<file path="config.mk">
export PLATFORM = sky130hd
export DESIGN_NAME = sel_toggle_ctrl
export DESIGN_NICKNAME = d
export VERILOG_FILES = /design/src/rtl/sel_ctrl_pkg.sv /design/src/rtl/btn_debounce.sv /design/src/rtl/sel_toggle_ctrl.sv
export SDC_FILE = /design/constraint.sdc
export NUM_CORES = 1
export LEC_CHECK = 0
export CAP_MARGIN = 15
export CORE_MARGIN = 5
export CORE_UTILIZATION = 50
export DETAILED_ROUTE_END_ITERATION = 8
export DONT_BUFFER_PORTS = 1
export MAX_ROUTING_LAYER = met4
export PLACE_DENSITY = 0.71
export SYNTH_ARGS = -nofsm -noshare
export SYNTH_HDL_FRONTEND = slang
export SYNTH_SLANG_ARGS = --single-unit
</file>
<file path="constraint.sdc">
create_clock -name CLK -period 2.4 [get_ports CLK]
set_input_delay 0.48 -clock CLK [delete_from_list [all_inputs] [get_ports CLK]]
set_output_delay 0.48 -clock CLK [all_outputs]
set_load 0.02 [all_outputs]
</file>
<file path="src/rtl/sel_ctrl_pkg.sv">
// Shared constants and helpers for the selector control stage.
// Hardware defaults, small simulation overrides, and counter sizing.
package sel_ctrl_pkg;

  localparam int unsigned DefDebounceCycles = 250000;
  localparam int unsigned DefAutoPeriod     = 50000000;

  localparam int unsigned SimDebounceCycles = 4;
  localparam int unsigned SimAutoPeriod     = 8;

  // Bits needed to hold values 0 .. n-1; never narrower than one bit.
  function automatic int unsigned cnt_width(input int unsigned n);
    return (n < 2) ? 1 : $clog2(n);
  endfunction

endpackage

</file>
<file path="src/rtl/btn_debounce.sv">
// Two-flop synchroniser plus mismatch-count debouncer for a raw pushbutton.
// RISE is combinational and coincides with the edge that updates LEVEL.
module btn_debounce
  import sel_ctrl_pkg::*;
#(
  parameter int unsigned DEBOUNCE_CYCLES = DefDebounceCycles
) (
  input  logic CLK,
  input  logic RST_N,
  input  logic IN,
  output logic LEVEL,
  output logic RISE
);

  localparam int unsigned CntW = cnt_width(DEBOUNCE_CYCLES + 1);
  localparam logic [CntW-1:0] CntMax = CntW'(DEBOUNCE_CYCLES);

  logic            sync1_q;
  logic            sync2_q;
  logic            level_q, level_d;
  logic [CntW-1:0] cnt_q, cnt_d;
  logic [CntW-1:0] cnt_inc;
  logic            mismatch;
  logic            accept;

  always_comb begin
    cnt_inc  = cnt_q + CntW'(1);
    mismatch = (sync2_q != level_q);
    accept   = mismatch && (cnt_inc == CntMax);
    level_d  = level_q;
    cnt_d    = '0;
    // Any agreeing cycle leaves cnt_d at zero, so a glitch restarts the count.
    if (mismatch) begin
      if (accept) begin
        level_d = sync2_q;
      end else begin
        cnt_d = cnt_inc;
      end
    end
  end

  always_ff @(posedge CLK) begin
    if (!RST_N) begin
      sync1_q <= 1'b0;
      sync2_q <= 1'b0;
      level_q <= 1'b0;
      cnt_q   <= '0;
    end else begin
      sync1_q <= IN;
      sync2_q <= sync1_q;
      level_q <= level_d;
      cnt_q   <= cnt_d;
    end
  end

  assign LEVEL = level_q;
  assign RISE  = accept & sync2_q;

endmodule

</file>
<file path="src/rtl/sel_toggle_ctrl.sv">
// Select generator for the 2:1 data selector: debounced presses toggle SEL,
// and auto mode toggles it every AUTO_PERIOD cycles.
module sel_toggle_ctrl
  import sel_ctrl_pkg::*;
#(
  parameter int unsigned DEBOUNCE_CYCLES = DefDebounceCycles,
  parameter int unsigned AUTO_PERIOD     = DefAutoPeriod
) (
  input  logic CLK,
  input  logic RST_N,
  input  logic BTN,
  input  logic AUTO,
  output logic SEL,
  output logic PRESS
);

  localparam int unsigned AutoW = cnt_width(AUTO_PERIOD);
  localparam logic [AutoW-1:0] AutoLast = AutoW'(AUTO_PERIOD - 1);

  logic             btn_level;
  logic             btn_rise;
  logic             unused_btn_level;
  logic             auto_sync1_q;
  logic             auto_s_q;
  logic [AutoW-1:0] cnt_a_q, cnt_a_d;
  logic             sel_q, sel_d;
  logic             press_q, press_d;
  logic             auto_tick;

  btn_debounce #(
    .DEBOUNCE_CYCLES(DEBOUNCE_CYCLES)
  ) u_btn_debounce (
    .CLK  (CLK),
    .RST_N(RST_N),
    .IN   (BTN),
    .LEVEL(btn_level),
    .RISE (btn_rise)
  );

  assign unused_btn_level = btn_level;

  always_comb begin
    auto_tick = auto_s_q && (cnt_a_q == AutoLast);
    cnt_a_d   = '0;
    // A press or a tick restarts the period; a coincident pair toggles once.
    if (auto_s_q && !btn_rise && !auto_tick) begin
      cnt_a_d = cnt_a_q + AutoW'(1);
    end
    sel_d   = sel_q ^ (btn_rise | auto_tick);
    press_d = btn_rise;
  end

  always_ff @(posedge CLK) begin
    if (!RST_N) begin
      auto_sync1_q <= 1'b0;
      auto_s_q     <= 1'b0;
      cnt_a_q      <= '0;
      sel_q        <= 1'b0;
      press_q      <= 1'b0;
    end else begin
      auto_sync1_q <= AUTO;
      auto_s_q     <= auto_sync1_q;
      cnt_a_q      <= cnt_a_d;
      sel_q        <= sel_d;
      press_q      <= press_d;
    end
  end

  assign SEL   = sel_q;
  assign PRESS = press_q;

`ifndef SYNTHESIS
  // Every PRESS pulse must be accompanied by a SEL toggle on the same edge.
  press_toggles_sel: assert property (@(posedge CLK) disable iff (!RST_N)
    PRESS |-> (SEL != $past(SEL)));
`endif

endmodule

</file>
# After elaboration in Yosys (flattened, before gate mapping)

Cells that the tools add are included.
Widths: inputs -> output; s select.

Add/sub/neg operators: 2
Reductions and logical operators: 9
Bitwise logic cells: 5
Equality and inequality tests: 3

Operators with widths:

| cell                  | number |
|---|---|
| $add 26x1->26 const B | 1 |
| $eq 26x26->1 const B  | 1 |
| $add 18x1->18 const B | 1 |
| $eq 18x18->1 const B  | 1 |
| $logic_and 1x1->1     | 4 |
| $reduce_and 2->1      | 2 |
| $reduce_or 3->1       | 1 |
| $logic_not 1->1       | 2 |
| $not 1->1             | 2 |
| $and 1x1->1           | 1 |
| $ne 1x1->1            | 1 |
| $or 1x1->1            | 1 |
| $xor 1x1->1           | 1 |

Bits of input ports: 4
Flip-flop bits (word level): 51
Output and inout bits: 2
Word-level logic and storage cells: 28

# Longest topological paths before layout

Gate-level depths: netlist (run 1).

Depth after elaboration: 8
Gate-level depth with buffers: 9
Mapped depth without buffers: 7

# Cells and area by module

Synthesis (run 1) repeated with hierarchy kept, for this count alone.

Cells, all modules: 294
Area, all modules: 2561.2 µm²

By module, submodules not included:

| module          | times used | seq. area each (µm²) | area an instance (µm²) | cells each |
|---|---|---|---|---|
| sel_toggle_ctrl | 1          | 600.6                | 1355.0                 | 157 |
| btn_debounce    | 1          | 420.4                | 1206.2                 | 137 |

# Least setup slack after synthesis (run 1)

Ideal clock, no wire load.

Kind: register to register
Start: register u_btn_debounce.cnt_q[0]
End: register cnt_a_q[10]
Cell stages (with the launch flop): 9
Setup slack: -0.052 ns
Arrival: 2.320 ns
Required time: 2.268 ns
Clock period less this slack: 2.452 ns
Path buffers: 1
Library setup time: 0.132 ns
Path through: dfxtp_1 > ha_1 > nand4_1 > or2_2 > nor3b_1 > o211ai_2 > nor4_4 > buf_4 > nor3_1

Longest elaborated chain between the ends: 8

RTL lines:

| element                           | line                  | RTL |
|---|---|---|
| start, declared                   | btn_debounce.sv:21    | `logic [CntW-1:0] cnt_q, cnt_d;` |
| start signal, assigned            | btn_debounce.sv:52    | `cnt_q <= cnt_d;` |
| $add 18x1->18                     | btn_debounce.sv:27    | `cnt_inc = cnt_q + CntW'(1);` |
| $eq 18x18->1                      | btn_debounce.sv:29    | `accept = mismatch && (cnt_inc == CntMax);` |
| $logic_and 1x1->1                 | btn_debounce.sv:29    |  |
| $and 1x1->1                       | btn_debounce.sv:57    | `assign RISE = accept & sync2_q;` |
| $logic_not 1->1                   | sel_toggle_ctrl.sv:46 | `if (auto_s_q && !btn_rise && !auto_tick) begin` |
| $logic_and 1x1->1 (2 in a row)    | sel_toggle_ctrl.sv:46 |  |
| $reduce_and 2->1 (no source line) | -                     |  |
| end signal, assigned              | sel_toggle_ctrl.sv:63 | `cnt_a_q <= cnt_a_d;` |
| end, declared                     | sel_toggle_ctrl.sv:25 | `logic [AutoW-1:0] cnt_a_q, cnt_a_d;` |

No other way between the ends.
A chain may end at the register's enable or synchronous reset.

# Worst setup path in the final report (run 1)

Start: register u_btn_debounce.cnt_q[8]
End: register sel_q, in the netlist SEL

Longest elaborated chain between the ends: 6

RTL lines:

| element              | line                  | RTL |
|---|---|---|
| $add 18x1->18        | btn_debounce.sv:27    |  |
| $eq 18x18->1         | btn_debounce.sv:29    |  |
| $logic_and 1x1->1    | btn_debounce.sv:29    |  |
| $and 1x1->1          | btn_debounce.sv:57    |  |
| $or 1x1->1           | sel_toggle_ctrl.sv:49 | `sel_d = sel_q ^ (btn_rise \| auto_tick);` |
| $xor 1x1->1          | sel_toggle_ctrl.sv:49 |  |
| end signal, assigned | sel_toggle_ctrl.sv:64 | `sel_q <= sel_d;` |
| end, declared        | sel_toggle_ctrl.sv:26 | `logic sel_q, sel_d;` |

No other way between the ends.

==> impl_metrics.ini, run 1 <==
[sta]
slew_viol_final = 0
slew_headroom_pct = 56.58
fmax_mhz = 428.6
period_share_pct = 97.23
finalSetupViolCount = 0
rsz0062_at_grt = yes
fin_crit_ns = 2.333
fin_worst_skew_ns = 0.007986
worst_pin_slew_ns = 0.6497
hold_violations = 0
tns_ns = 0

[setup_path]
crit_buf_inv = 1
arrival_ns = 2.58
cp_slowest_stage_delay_ns = 0.50
critPathKind = reg -> reg
path_common_cell = nand3_1
critPathSlowestCell = or4_1
cp-start-kind = flop
cp.required_ns = 2.65
path_delay_family = simple AND/OR/NAND/NOR gates
path_cells = nand3_1 -> nor3_1 -> nor3b_4 -> o211ai_2 -> buf_4 -> or4_1 -> nand3_1
worstPathMaxFanout = 6
critPathCaptureType = flop

[pwr]
irDropWorstVdd_mv = 0.3606
power_frac_comb_pct = 1.6
p_sw_mw = 0.3219
p_int_mw = 1.177
power.total_mw = 1.499
switching_share_pct = 21.47
pwr-share-seq_pct = 57.4
leakagePower_nw = 1.065
clockPowerShare_pct = 41.0
cellPowerDensity_mw_per_mm2 = 475.9

[cells_and_area]
final_common_cell = buf_4
areaGrowthSynthToFinish_pct = 24.47
nNetsFinal = 338
drive_gt1_share_pct = 24.70
final_cell_mix = buf_4, nor3_1, dfxtp_1
diodes = 0

[route]
dr.first_iter.drc_count = 128
routed_wl_um = 5754
vias = 2252
drcViolationCount = 0
routed_via_density = 5.644
drt-pass1-iter-count = 4
drtAntennaViolNets = 0
wl_per_cell_um = 14.42

[synth]
syn_inst = 284
yosysUniqueCellTypes = 49
async_reset_ff_share_pct = 0
synth_area_leaders = dfxtp_1, nor3_1, xnor2_1
yosysSeqAreaShare_pct = 40.34
synth_warnings = 0
synth-seq-cells = 51
synth-main-ff-cell = dfxtp_1
synth_area_mm2 = 0.002531
syn_nets = 291
syn_avg_cell_area_um2 = 8.913
synth_top_area_share_pct = 40.34
synth-edff-count = 0
synth_area_leader_cell = dfxtp_1

[global_routing]
grt_pass1_wl_um = 9563
overflow = 0
grt_pass1_vias = 2175
grt_max_degree = 24
grt_usage_pct = 18.99
antenna_found_initial = 0

[placement]
dpl.hpwl_um = 3744
routabilityCongestion = 0.8138
io_buffer_count = 0

[floorplan]
die_height_um = 81.15
rows = 25
io_pins = 6
die_width_um = 81.15
initial_core_util_pct = 52.55
core_mm2 = 0.004817
dieArea_mm2 = 0.006585

[min_path]
worst_hold_path_type = in -> reg

[clocking]
cts_tree = built
cts_buffer_depth = 2
h-tree-depth = 2
clk_pin_slew_ns = 0.10
clock_insertion_delay_worst_skew_ns = 0.31
cts-root-buf = clkbuf_8
clock_sinks = 51
cts_buffers = 5

[job]
maxCapViolCount = 0

[run_status]
status = finished clean
==> what timing repair did <==
action | in CTS | in global routing
gates resized for setup | 4 | 11
setup endpoints to repair | 44 | 44
setup buffers | 7 | 0
hold endpoints to repair | 0 | 0
hold buffers | 0 | 0
cloned | 1 | 0
pin swaps | 5 | 1
==> power by group through the flow <==
stage          registers (mW)  logic [mW]  clock network [mW]
2_1_floorplan           0.879      0.0183                   0
3_3_place_gp            0.880      0.0229                   0
3_5_place_dp            0.881      0.0232                   0
4_1_cts                 0.861      0.0243               0.627
5_1_grt                 0.863      0.0271               0.666
6_report                0.861      0.0244               0.614
==> metal layers <==
metal / GRT usage (%) / part of all wire (%)
met4: 6.419 / 2.1
met1: 23.39 / 46
met5: - / 0
met2: 30.87 / 48
met3: 4.102 / 4.4
==> path summary, 6_finish.rpt <==
check	endpoint	cells past startpoint	from	slack (ns)
worst max register to register	SEL	7	u_btn_debounce.cnt_q[8]	0.07
worst max-delay path	SEL	7	u_btn_debounce.cnt_q[8]	0.07
worst min register to register	auto_s_q	1	auto_sync1_q	0.44
worst min-delay path	u_btn_debounce.LEVEL	1	RST_N	0.29
==> cell families after synthesis <==
family,synth area share [%]
multiplexers,0.4449
AND/OR/NAND/NOR,35.05
XOR/XNOR,13.15
buffers and inverters,3.757
AO/OA/AOI/OAI,5.783
flip-flops,40.34
adder cells (fa/ha/maj),1.483
==> per-stage QoR <==
step	std cells	hold WS [ns]	setup WS [ns]	cell area, um^2	util, %
finish	399	0.2853	0.06655	3151	65.40
global route	399	0.2755	-0.04416	3151	65.40
CTS	399	0.2780	0.001749	3105	64.47
detailed placement	383	0.4193	-0.4335	2885	59.90
global placement	383	0.4139	-0.3327	2885	59.90
floorplan	284	0.4119	0.05791	2536	-
==> cell usage after synthesis (2+ instances only) <==
master	n
nor3b_1	6
nand4_1	8
inv_1	8
nor4bb_1	2
nor4_1	4
nand3b_1	3
nor3_1	48
o211ai_1	2
dfxtp_1	51
ha_1	3
and2_1	7
clkbuf_1	7
o21a_1	2
a21boi_0	2
o21ai_0	3
nand2_1	14
xor2_1	11
xnor2_1	27
or2_2	2
and3_1	8
buf_4	3
or4_1	3
and4_1	3
nor2_1	14
nand3_1	19
==> worst reg2reg max path, cell delays in order (launching register included) <==
cell	delay, ns
dfxtp_1	0.45
nand3_1	0.22
nor3_1	0.40
nor3b_4	0.31
o211ai_2	0.13
buf_4	0.18
or4_1	0.50
nand3_1	0.10
==> layout make-up <==
class	instances	area [um^2]
Fill cell	406	1667
Tap cell	67	83.83
Timing Repair Buffer	51	395.4
Sequential cell	51	1027
Inverter	8	30.03
Clock buffer	5	68.82
Clock inverter	3	46.29
Multi-Input combinational cell	214	1499
==> registers in the layout, indices dropped and copies added (netlist names) <==
register / cells
SEL: 1
auto_sync1_q: 1
u_btn_debounce.sync1_q: 1
PRESS: 1
u_btn_debounce.LEVEL: 1
u_btn_debounce.sync2_q: 1
auto_s_q: 1
cnt_a_q: 26
u_btn_debounce.cnt_q: 18
No activity file was read; power rests on OpenSTA's default activity.
==> run 2: changes to the inputs <==
- CORE_UTILIZATION: 50 -> 35
- PLACE_DENSITY: 0.71 -> 0.54
==> run 2 against run 1 <==
Combinational power decreased by 13%. Total power decreased by 5.9%. Sequential power about the same. Sequential share of layout area increased by 3.0 points. Count of clock-buffer cells in the layout increased by 1. Hold slack got worse by 0.0098 ns. Die area increased by 37%. Register-to-register slack improved by 0.06 ns. Final cell count decreased by 0.25%. Via count decreased by 12%. First-iteration DRC count decreased by 11%.
==> impl_metrics.ini, run 2 (synthesis results as in run 1) <==
[sta]
hold_ws_ns = 0.2756
slew_headroom_pct = 57.83
period_share_pct = 94.84
slew_viol_final = 0
layout_setup_ws_ns = 0.1237
fin_worst_skew_ns = 0.005637
finalSetupViolCount = 0
hold_violations = 0
tns_ns = 0
worst_pin_slew_ns = 0.6311
fmax_mhz = 439.3
fin_crit_ns = 2.276

[pwr]
clockPowerShare_pct = 37.4
power_frac_comb_pct = 1.5
power.total_mw = 1.410
leakagePower_nw = 0.8677
cellPowerDensity_mw_per_mm2 = 490.5
pwr-share-seq_pct = 61.1
irDropWorstVdd_mv = 0.2619
switching_share_pct = 22.18
p_sw_mw = 0.3128
p_int_mw = 1.098

[min_path]
worst_hold_path_type = in -> reg
holdCritStartpoint = RST_N
min_path_cells = 1
holdPathEnd = u_btn_debounce.LEVEL

[global_routing]
top_usage_layer = met2
grt_use_met3_pct = 2.999
grt_usage_pct = 12.86
use_met1_pct = 17.14
grt_util_met2_pct = 19.20
overflow = 0
grt_max_degree = 24
antenna_found_initial = 0
grt_pass1_wl_um = 9059
grt_pass1_vias = 1985

[setup_path]
cp-start-kind = flop
critPathKind = reg -> reg
cp.required_ns = 2.60
critPathCaptureType = flop
regToRegStartpoint = u_btn_debounce.cnt_q[0]
crit_buf_inv = 2
path_cells = ha_2 -> nand4_1 -> buf_4 -> nor2_2 -> nor4bb_1 -> o21ai_4 -> nor4_4 -> buf_12 -> nor3b_1
critPathSlowestCell = nor4bb_1
worst-r2r-setup-slack_ns = 0.12
cp_slowest_stage_delay_ns = 0.49
path_delay_family = simple AND/OR/NAND/NOR gates
arrival_ns = 2.47
regToRegEndpoint = cnt_a_q[11]
worstPathMaxFanout = 23
ff2ff_path_depth = 9
worstSetupPathDepth = 9

[route]
wl_per_cell_um = 12.53
routed_wl_um = 4988
dr.first_iter.drc_count = 114
routed_via_density = 4.960
drtAntennaViolNets = 0
vias = 1974
drcViolationCount = 0
drt-pass1-iter-count = 4

[floorplan]
initial_core_util_pct = 35.47
rows = 31
die_width_um = 95.04
core_mm2 = 0.007137
die_height_um = 95.04
io_pins = 6
dieArea_mm2 = 0.009033

[cells_and_area]
areaGrowthSynthToFinish_pct = 13.59
final_common_cell = dfxtp_1
stdcell_area_mm2 = 0.002875
final_cell_mix = dfxtp_1, nor3_1, xnor2_1
drive_gt1_share_pct = 15.05
nNetsFinal = 305
fin_cells = 398
multi_input_area_mm2 = 0.001444
regArea_mm2 = 0.001023
diodes = 0
top_regs = cnt_a_q: 26 flops, u_btn_debounce.cnt_q: 18 flops
fin_util_pct = 40.29
regMostFlops = cnt_a_q
largest_reg_flops = 26
fill_cells = 768

[clocking]
cts-root-buf = clkbuf_8
cts_setup_buffers = 0
cts_buffers = 5
h-tree-depth = 2
ctsHoldBuffers = 0
clk_pin_slew_ns = 0.09
cts_tree = built
clock_sinks = 51
clock_insertion_delay_worst_skew_ns = 0.31
cts_buffer_depth = 2

[placement]
io_buffer_count = 0
dpl.cell_count = 390
pre_cts_slack_ns = -0.004453
dpl.hpwl_um = 3547
routabilityCongestion = 0.7987
post_dp_cell_area_mm2 = 0.002750

[run_status]
status = finished clean

[job]
maxCapViolCount = 0
## run 2: cell count changes in the layout (fill, tap and decap cells not counted), moves of 2 or more
cell | previous run | this run
dfxtp_1 | 46 | 49
nor4_4 | 3 | 1
dfxtp_2 | 5 | 2
buf_4 | 50 | 18
## run 2: per-layer routing
metal | share of wire [%] | up-vias
met2 | 43 | 12
met3 | 2.5 | 6
met5 | 0 | -
met4 | 1.5 | 0
li1 | - | 1050
met1 | 53 | 906
## run 2: worst register-to-register path: cells and delay by family (launching register included)
family / cells / cell delay (ns)
compound gates: 1 / 0.17
fa+ha+maj: 1 / 0.21
buf+inv: 2 / 0.35
flops: 1 / 0.35
simple gates: 5 / 1.08
## run 2: layout make-up
class	instances	share of cell area, %
clock buffers	6	2.872
clock inverters	2	0.5657
inverters	8	1.044
multi-input cells	213	50.22
flip-flops and latches	51	35.60
well taps	99	4.308
repair buffers	19	5.396
## run 2: power groups by stage
stage	logic, mW	registers, mW	clock network [mW]
2_1_floorplan	0.0183	0.879	0
3_3_place_gp	0.0214	0.881	0
3_5_place_dp	0.0217	0.881	0
4_1_cts	0.0216	0.862	0.552
5_1_grt	0.0243	0.864	0.587
6_report	0.0213	0.861	0.528
## run 2: how the worst max path moves through the flow
stage	from	end	slack [ns]
global route	u_btn_debounce.cnt_q[7]	cnt_a_q[18]	-0.02
global placement	u_btn_debounce.cnt_q[0]	u_btn_debounce.cnt_q[1]	0.004
detailed placement	u_btn_debounce.cnt_q[0]	u_btn_debounce.cnt_q[1]	-0.004
floorplan	u_btn_debounce.cnt_q[0]	cnt_a_q[10]	0.06
finish	u_btn_debounce.cnt_q[0]	cnt_a_q[11]	0.12
CTS	u_btn_debounce.cnt_q[0]	cnt_a_q[11]	0.03
## run 2: repair_timing
action,CTS,global route
gates resized for setup,1,7
pin swaps,1,1
setup endpoints to repair,8,45
==> run 3: changes to the inputs <==
- ABC_AREA: unset -> 1
- CAP_MARGIN: 15 -> 20
==> run 3 against run 2 <==
Highest routed layer unchanged. Sequential power decreased by 1%. Critical path depth grew 3. Clock skew rose by 0.0028 ns. Maximum frequency up 4.8%. First-iteration DRC count down 17%. Largest cell class unchanged. Non-clock buffer count decreased by 18. Via count is 2.9% higher. Final cell count increased by 14%. Total power is 1.4% lower. Critical path type unchanged. Sequential share of layout area grew 2.3 points.
==> impl_metrics.ini, run 3 <==
[route]
routed_via_density = 4.474
drtAntennaViolNets = 0
wl_per_cell_um = 10.22
drt-pass1-iter-count = 4
dr.first_iter.drc_count = 95
routed_wl_um = 4642
vias = 2031
drcViolationCount = 0

[synth]
synth.most_common_cell = nand2_1
synth_area_leaders = dfxtp_1, nand2_1, nor2_1
yosysUniqueCellTypes = 24
syn_nets = 360
synth-seq-cells = 51
async_reset_ff_share_pct = 0
yosysSeqAreaShare_pct = 40.68
syn_inst = 353
synth-edff-count = 0
synth_area_mm2 = 0.002510
synth_warnings = 0
synth_top_area_share_pct = 40.68
syn_avg_cell_area_um2 = 7.110
synth_area_leader_cell = dfxtp_1
synth_common_cells = nand2_1, nor2_1, dfxtp_1
synth-main-ff-cell = dfxtp_1

[global_routing]
grt_pass1_vias = 1784
grt_usage_pct = 11.40
overflow = 0
grt_pass1_wl_um = 7941
grt_max_degree = 27
antenna_found_initial = 0

[cells_and_area]
final_common_cell = nand2_1
largest_reg_flops = 26
fin_util_pct = 39.22
final_cell_mix = nand2_1, nor2_1, dfxtp_1
regMostFlops = cnt_a_q
areaGrowthSynthToFinish_pct = 7.328
drive_gt1_share_pct = 5.866
nNetsFinal = 364
fill_cells = 721
top_regs = cnt_a_q: 26 flops, u_btn_debounce.cnt_q: 18 flops
diodes = 0

[setup_path]
cp.required_ns = 2.59
cp_slowest_stage_delay_ns = 0.42
critPathSlowestCell = dfxtp_1
critPathCaptureType = flop
critPathKind = reg -> reg
arrival_ns = 2.36
worstPathMaxFanout = 26
path_cells = ha_1 -> nand3_2 -> nor2_2 -> nand2_1 -> nand2_1 -> nand2_1 -> nor2_1 -> nand2_1 -> nor2_1 -> nand3_2 -> nand4_4 -> nor2_1
path_common_cell = nand2_1
cp-start-kind = flop

[floorplan]
io_pins = 6
rows = 30
initial_core_util_pct = 36.54
dieArea_mm2 = 0.008964
core_mm2 = 0.006869
die_height_um = 94.68
die_width_um = 94.68

[pwr]
leakagePower_nw = 0.9131
irDropWorstVdd_mv = 0.4098
cellPowerDensity_mw_per_mm2 = 516.1

[sta]
fin_worst_skew_ns = 0.008463
slew_viol_final = 0
slew_headroom_pct = 73.05
fmax_mhz = 460.5
period_share_pct = 90.48
hold_violations = 0
fin_crit_ns = 2.172
rsz0062_at_grt = yes
worst_pin_slew_ns = 0.4028
layout_setup_ws_ns = 0.2284
finalSetupViolCount = 0

[clocking]
cts_resized = 0
clk_pin_slew_ns = 0.10
cts-root-buf = clkbuf_8
h-tree-depth = 2
cts_tree = built
cts_buffers = 5
cts_buffer_depth = 2
clock_insertion_delay_worst_skew_ns = 0.30
ctsHoldBuffers = 0
clock_sinks = 51

[placement]
dpl.hpwl_um = 3496
routabilityCongestion = 0.8290
pre_cts_slack_ns = 0.1971
io_buffer_count = 0

[job]
maxCapViolCount = 0

[min_path]
worst_hold_path_type = in -> reg

[run_status]
status = finished clean
[run 3: cell type report]
class	instances	area, um^2	area share [%]
Clock buffer	7	86.33	3.205
Clock inverter	1	8.758	0.3251
Inverter	46	172.7	6.410
Multi-Input combinational cell	252	1277	47.42
Sequential cell	51	1021	37.90
Tap cell	96	120.1	4.459
Timing Repair Buffer	1	7.507	0.2787
[run 3: power breakdown]
part           total [mW]  internal, mW  leakage, nW  switching [mW]
Combinational      0.0124       0.00360        0.453         0.00878
Sequential          0.852         0.850        0.412         0.00280
Clock               0.525         0.237       0.0484           0.288
Total                1.39          1.09        0.913           0.300
[run 3: path summary, 6_finish.rpt]
| check | slack (ns) | depth (start not counted) | end | start |
|---|---|---|---|---|
| worst max-delay path | 0.23 | 12 | cnt_a_q[25] | u_btn_debounce.cnt_q[0] |
| worst min-delay path | 0.26 | 2 | u_btn_debounce.sync2_q | RST_N |
| worst max register to register | 0.23 | 12 | cnt_a_q[25] | u_btn_debounce.cnt_q[0] |
| worst min register to register | 0.42 | 2 | u_btn_debounce.sync2_q | u_btn_debounce.sync1_q |
[run 3: metal layers]
layer	vias to the layer above	track usage, %	share of wire (%)
li1	1104	-	-
met4	0	3.606	1.0
met5	-	-	0
met2	22	17.26	44
met3	4	2.869	3.5
met1	901	14.91	51
[run 3: logic make-up (layout without fill, tap and decap cells)]
family,count (synthesis),after routing,synth area share [%]
xor+xnor,25,25,8.724
fa+ha+maj,3,3,1.496
buf+inv,50,55,8.425
simple gates,208,208,37.19
compound gates,16,16,3.489
flops,51,51,40.68
[run 3: worst max-delay path, delay by kind of cell, from the launching register on]
family	cells	cell delay [ns]
DFF	1	0.42
adders and majority gates	1	0.23
and+or+nand+nor	11	1.38
[run 3: timing repair]
item,CTS,global route
setup endpoints to repair,0,3
hold endpoints to repair,0,0
buffers inserted,0,0
[run 3: stage by stage]
| stage | power, mW | area (um^2) | hold slack, ns | cells | setup TNS (ns) |
|---|---|---|---|---|---|
| 2_1_floorplan | 0.8873 | 2510 | 0.3905 | 353 | 0 |
| 3_3_place_gp | 0.8849 | 2599 | 0.3972 | 446 | 0 |
| 3_5_place_dp | 0.8851 | 2599 | 0.4011 | 446 | 0 |
| 4_1_cts | 1.416 | 2694 | 0.2574 | 454 | 0 |
| 5_1_grt | 1.447 | 2694 | 0.2484 | 454 | -0.02278 |
| 6_report | 1.390 | 2694 | 0.2647 | 454 | 0 |
